### config.mk
export PLATFORM = sky130hd
export DESIGN_NAME = cdb_arbiter
export DESIGN_NICKNAME = d
export VERILOG_FILES = /design/src/rtl/cdb_arbiter.sv
export SDC_FILE = /design/constraint.sdc
export NUM_CORES = 1
export LEC_CHECK = 0
export BUFFER_PORTS_ARGS = -buffer_cell sky130_fd_sc_hd__buf_2
export CORE_AREA = 3 3 151 153
export CTS_CLUSTER_SIZE = 8
export DETAILED_ROUTE_END_ITERATION = 10
export DIE_AREA = 0 0 154 156
export SETUP_SLACK_MARGIN = 0.1
export SKIP_CTS_REPAIR_TIMING = 1
export SYNTH_ARGS = -nofsm -noshare
export SYNTH_HDL_FRONTEND = slang
export SYNTH_SLANG_ARGS = --single-unit
### constraint.sdc
create_clock -name clock -period 4.15 [get_ports clock]
set_input_delay 0.2075 -clock clock [delete_from_list [all_inputs] [get_ports clock]]
set_output_delay 0.2075 -clock clock [all_outputs]
set_load 0.01 [all_outputs]
### src/rtl/cdb_arbiter.sv
// Common data bus arbiter: picks one completing functional unit per cycle and registers its payload.
// Define CDB_ARB_RR_EN for round-robin arbitration; otherwise the lowest valid index wins.
module cdb_arbiter #(
    parameter int NUM_REQ   = 4,
    parameter int TAG_W     = 6,
    parameter int ROB_IDX_W = 5
) (
    input  logic                           clock,
    input  logic                           reset,
    input  logic                           squash,
    input  logic [NUM_REQ-1:0]             req_valid,
    input  logic [NUM_REQ*TAG_W-1:0]       req_tag,
    input  logic [NUM_REQ*ROB_IDX_W-1:0]   req_rob_idx,
    input  logic [NUM_REQ*32-1:0]          req_result,
    input  logic [NUM_REQ*32-1:0]          req_rs2_value,
    input  logic [NUM_REQ-1:0]             req_take_branch,
    output logic [NUM_REQ-1:0]             req_ready,
    output logic [TAG_W-1:0]               cdb,
    output logic                           cdb_en,
    output logic [ROB_IDX_W-1:0]           complete_idx,
    output logic [31:0]                    result,
    output logic [31:0]                    rs2_value,
    output logic                           take_branch
);

    logic                 w_en;
    logic [NUM_REQ-1:0]   w_grant;
    logic                 w_found;
    logic [TAG_W-1:0]     w_tag;
    logic [ROB_IDX_W-1:0] w_rob_idx;
    logic [31:0]          w_result;
    logic [31:0]          w_rs2_value;
    logic                 w_take_branch;

    logic [TAG_W-1:0]     r_cdb;
    logic                 r_cdb_en;
    logic [ROB_IDX_W-1:0] r_complete_idx;
    logic [31:0]          r_result;
    logic [31:0]          r_rs2_value;
    logic                 r_take_branch;

    assign w_en = !reset && !squash;

`ifdef CDB_ARB_RR_EN
    localparam int PTR_W = $clog2(NUM_REQ);

    logic [PTR_W-1:0]     r_ptr;
    logic [PTR_W-1:0]     w_ptr_nxt;
    logic [PTR_W-1:0]     w_gnt_idx;
    logic [PTR_W:0]       w_sum;
    logic [2*NUM_REQ-1:0] w_dbl;
    logic [NUM_REQ-1:0]   w_rot;

    // Rotate so that bit 0 of w_rot is the requester at the pointer.
    assign w_dbl = {req_valid, req_valid};
    assign w_rot = NUM_REQ'(w_dbl >> r_ptr);

    always_comb begin
        w_found = 1'b0;
        w_sum   = '0;
        for (int j = 0; j < NUM_REQ; j++) begin
            if (!w_found && w_rot[j]) begin
                w_found = 1'b1;
                w_sum   = {1'b0, r_ptr} + (PTR_W+1)'(j);
            end
        end
        if (w_sum >= (PTR_W+1)'(NUM_REQ))
            w_sum = w_sum - (PTR_W+1)'(NUM_REQ);
        w_gnt_idx = w_sum[PTR_W-1:0];

        w_grant = '0;
        for (int i = 0; i < NUM_REQ; i++)
            w_grant[i] = w_en && w_found && (w_gnt_idx == PTR_W'(i));

        w_ptr_nxt = r_ptr;
        if (w_en && w_found)
            w_ptr_nxt = (w_gnt_idx == PTR_W'(NUM_REQ-1)) ? '0 : w_gnt_idx + PTR_W'(1);
    end

    always_ff @(posedge clock) begin
        if (reset) r_ptr <= '0;
        else       r_ptr <= w_ptr_nxt;
    end
`else
    always_comb begin
        w_found = 1'b0;
        w_grant = '0;
        for (int i = 0; i < NUM_REQ; i++) begin
            if (!w_found && req_valid[i]) begin
                w_found    = 1'b1;
                w_grant[i] = w_en;
            end
        end
    end
`endif

    always_comb begin
        w_tag         = '0;
        w_rob_idx     = '0;
        w_result      = '0;
        w_rs2_value   = '0;
        w_take_branch = 1'b0;
        for (int i = 0; i < NUM_REQ; i++) begin
            if (w_grant[i]) begin
                w_tag         = req_tag[i*TAG_W +: TAG_W];
                w_rob_idx     = req_rob_idx[i*ROB_IDX_W +: ROB_IDX_W];
                w_result      = req_result[i*32 +: 32];
                w_rs2_value   = req_rs2_value[i*32 +: 32];
                w_take_branch = req_take_branch[i];
            end
        end
    end

    // Payload registers only move on a transfer; otherwise they hold for late readers.
    always_ff @(posedge clock) begin
        if (reset) begin
            r_cdb          <= '0;
            r_cdb_en       <= 1'b0;
            r_complete_idx <= '0;
            r_result       <= '0;
            r_rs2_value    <= '0;
            r_take_branch  <= 1'b0;
        end else begin
            r_cdb_en <= |w_grant;
            if (|w_grant) begin
                r_cdb          <= w_tag;
                r_complete_idx <= w_rob_idx;
                r_result       <= w_result;
                r_rs2_value    <= w_rs2_value;
                r_take_branch  <= w_take_branch;
            end
        end
    end

    assign req_ready    = w_grant;
    assign cdb          = r_cdb;
    assign cdb_en       = r_cdb_en;
    assign complete_idx = r_complete_idx;
    assign result       = r_result;
    assign rs2_value    = r_rs2_value;
    assign take_branch  = r_take_branch;

endmodule

==> impl_metrics.yaml <==
synthesis:
  distinct_cell_type_count_after_synthesis: 25
  synth.largest_area_cell: "sky130_fd_sc_hd__dfxtp_1"
  syn_area_per_cell_um2: 8.14
  syn-num-nets: 956
  ys_dominant_reg_cell: "sky130_fd_sc_hd__dfxtp_1"
  number_of_flip_flops_and_latches_in_the_synthesized_netlist: 77
  synth.top_cells.by_area: "sky130_fd_sc_hd__dfxtp_1 (29%), sky130_fd_sc_hd__nor4bb_1 (14%), sky130_fd_sc_hd__nand3_1 (10%), sky130_fd_sc_hd__a221oi_1 (7.5%), sky130_fd_sc_hd__o221ai_1 (7.5%)"
  netlist.area_leader.share_pct: 29.4
  syn_area_um2: 5250
  synthArstFlopShare_pct: 0
  top_post_synthesis_cells_by_count: "sky130_fd_sc_hd__nand3_1 (107), sky130_fd_sc_hd__clkbuf_1 (78), sky130_fd_sc_hd__dfxtp_1 (77), sky130_fd_sc_hd__nor4bb_1 (72)"
  synth_most_common_cell: "sky130_fd_sc_hd__nand3_1"
  yosysSeqAreaShare_pct: 29.4
  synthesis.instances: 645
  yosys_warnings: 0
  edff_count_synth: 0
critical_path:
  worst-endpoint-arrival_ns: 2.01
  worstPathCellList: "buf_4 -> nor4b_4 -> buf_4 -> buf_2"
  critical_path.max_fanout: 30
  cpMostUsedCell: "sky130_fd_sc_hd__buf_4"
  timing.critical_path.to_type: "primary output"
  cp_startpoint_kind: "primary input"
  worst-setup-path-type: "primary input to primary output"
  critical_path.max_stage_delay_ns: 0.83
  slowest_stage: "sky130_fd_sc_hd__nor4b_4"
  worstPathRequired_ns: 3.94
clocking:
  root_buffer: "sky130_fd_sc_hd__clkbuf_16"
  clock_latency_ns: 0.34
  clkSlewWorstSetupHoldPaths_ns: 0.07
  cts_made_buffers: 9
  numClockSinks: 77
  maximum_level_of_the_cts_h_tree: 3
  cts_tree: "built"
  clock_tree.buffer_depth: 2
power:
  vdd.ir_drop.worst_mv: 0.128
  power.static_leakage_nw: 3.20
  power_density_over_cell_area_nw_per_um2: 285
  p_total_mw: 2.18
placement:
  last_weighted_congestion_value_of_the_routability_driven_placer: 0.893
  numPortBuffers: 391
  sum_of_net_half_perimeters_after_detailed_placement_um: 18500
floorplan:
  start_util_pct: 24.2
  design.core.area_um2: 21700
  floorplan.rows: 54
  die_area_um2: 24000
  die_w_um: 154
  io_pins: 392
  chipHeight_um: 156
timing:
  timing.final.crit_share_pct: 53.4
  final_hold_viol_count: 0
  tns_ns: 0
  relative_slew_slack_pct: 14.3
  finalSetupViolations: 0
  maxSlewViolCount: 0
  layout_min_cycle_time_ns: 2.22
  rsz_0062_raised_after_global_routing: "false"
  worst_slew_pin_slew_ns: 1.29
  fin_hold_ws_ns: 0.0927
  max_freq_mhz: 451
  fin_skew_ns: 0
finish:
  synthesis_to_layout_area_growth_pct: 46.1
  layout.core_utilization_pct: 35.4
  nNetsFinal: 1279
  post_route_cells_drive_above_1_share_pct: 44.9
global_route:
  total_track_usage_pct: 19.9
  antenna_found_initial: 3
  final_global_route_overflow_total: 0
  largest_net_degree_at_the_start_of_global_routing: 78
  grt_pass1_wl_um: 38300
  vias_in_the_first_global_route: 6741
routing:
  drt_first_iter_violations: 595
  viasPerCell: 5.65
  number_of_vias_after_detailed_routing: 7097
  detailedRoute.firstPassIterationCount: 5
  post-route-drc-count: 0
  wl_per_cell_um: 20.7
  route.antenna.remaining_nets: 0
  finalWirelength_um: 25900
outcome:
  outcome: "completed"
flow_run:
  timing.max_cap.violations: 0
hold_path:
  worst_hold_path_type: "primary input to flip-flop"
## worst paths after layout
check,start,to,slack [ns],cells past startpoint
hold / removal,req_rs2_value[96],rs2_value[0]$_SDFFE_PP0P_,0.09,3
hold reg to reg,rs2_value[28]$_SDFFE_PP0P_,rs2_value[28]$_SDFFE_PP0P_,0.51,2
setup reg to reg,result[20]$_SDFFE_PP0P_,result[20]$_SDFFE_PP0P_,3.37,2
setup / recovery,reset,req_ready[1],1.93,4
## cells in the final DEF (no fill, tap or decap), drive strengths merged
master / n
clkinvlp: 2
inv: 46
nor2b: 1
nor3: 45
dfxtp: 77
nor4b: 1
clkbuf: 10
a311oi: 31
nand3: 107
and2: 2
or2: 1
nor2: 3
bufinv: 1
a221oi: 45
o21bai: 1
diode: 3
a2111oi: 31
o221ai: 45
nor4: 2
and4bb: 4
nor4bb: 72
a21oi: 31
buf: 410
or4: 2
clkinv: 3
## metrics by stage
| stage | worst slack [ns] | cell area, um^2 | cells |
|---|---|---|---|
| floorplan | 2.53 | 5250 | 645 |
| global placement | 1.75 | 7370 | 1237 |
| detailed placement | 1.67 | 7370 | 1237 |
| CTS | 1.91 | 7660 | 1253 |
| global route | 1.81 | 7670 | 1255 |
| finish | 1.93 | 7670 | 1256 |
## worst max-delay path: cells and delay by family
| kind | cells | cell delay, ns |
|---|---|---|
| buf+inv | 3 | 0.94 |
| simple gates | 1 | 0.83 |
## cells by family (layout without fill, tap and decap cells)
family                 after synthesis  in the layout  share of synthesized area (%)
other                                0              3                              0
buffers and inverters              144            472                           11.0
AO/OA/AOI/OAI                      184            184                           28.5
flip-flops                          77             77                           29.4
AND/OR/NAND/NOR                    240            240                           31.1
## routing by layer
| layer | part of all wire (%) | wire length, um | GRT usage (%) |
|---|---|---|---|
| met1 | 40 | 10300 | 25.4 |
| met2 | 48 | 12600 | 32.8 |
| met3 | 9.1 | 2360 | 4.55 |
| met4 | 2.7 | 694 | 7.23 |
| met5 | 0.027 | 7 | 0 |
## registers in the layout, summed over array words and instances (netlist names)
name          count
cdb_en            1
cdb               6
result           32
rs2_value        32
take_branch       1
complete_idx      5
## where the power goes
group          switching (mW)  internal (mW)  total [mW]
logic                   0.288          0.246       0.534
clock network           0.355          0.466       0.822
registers              0.0302          0.797       0.827
## area by class of cell
class | count | area, um^2
fill | 2368 | 14000
multi-input combinational | 424 | 3160
timing repair buffer | 410 | 2140
sequential | 77 | 1540
tap | 280 | 350
clock buffer | 10 | 229
inverter | 46 | 173
clock inverter | 6 | 63.8
antenna | 3 | 7.51
(Power assumes the default switching activity.)
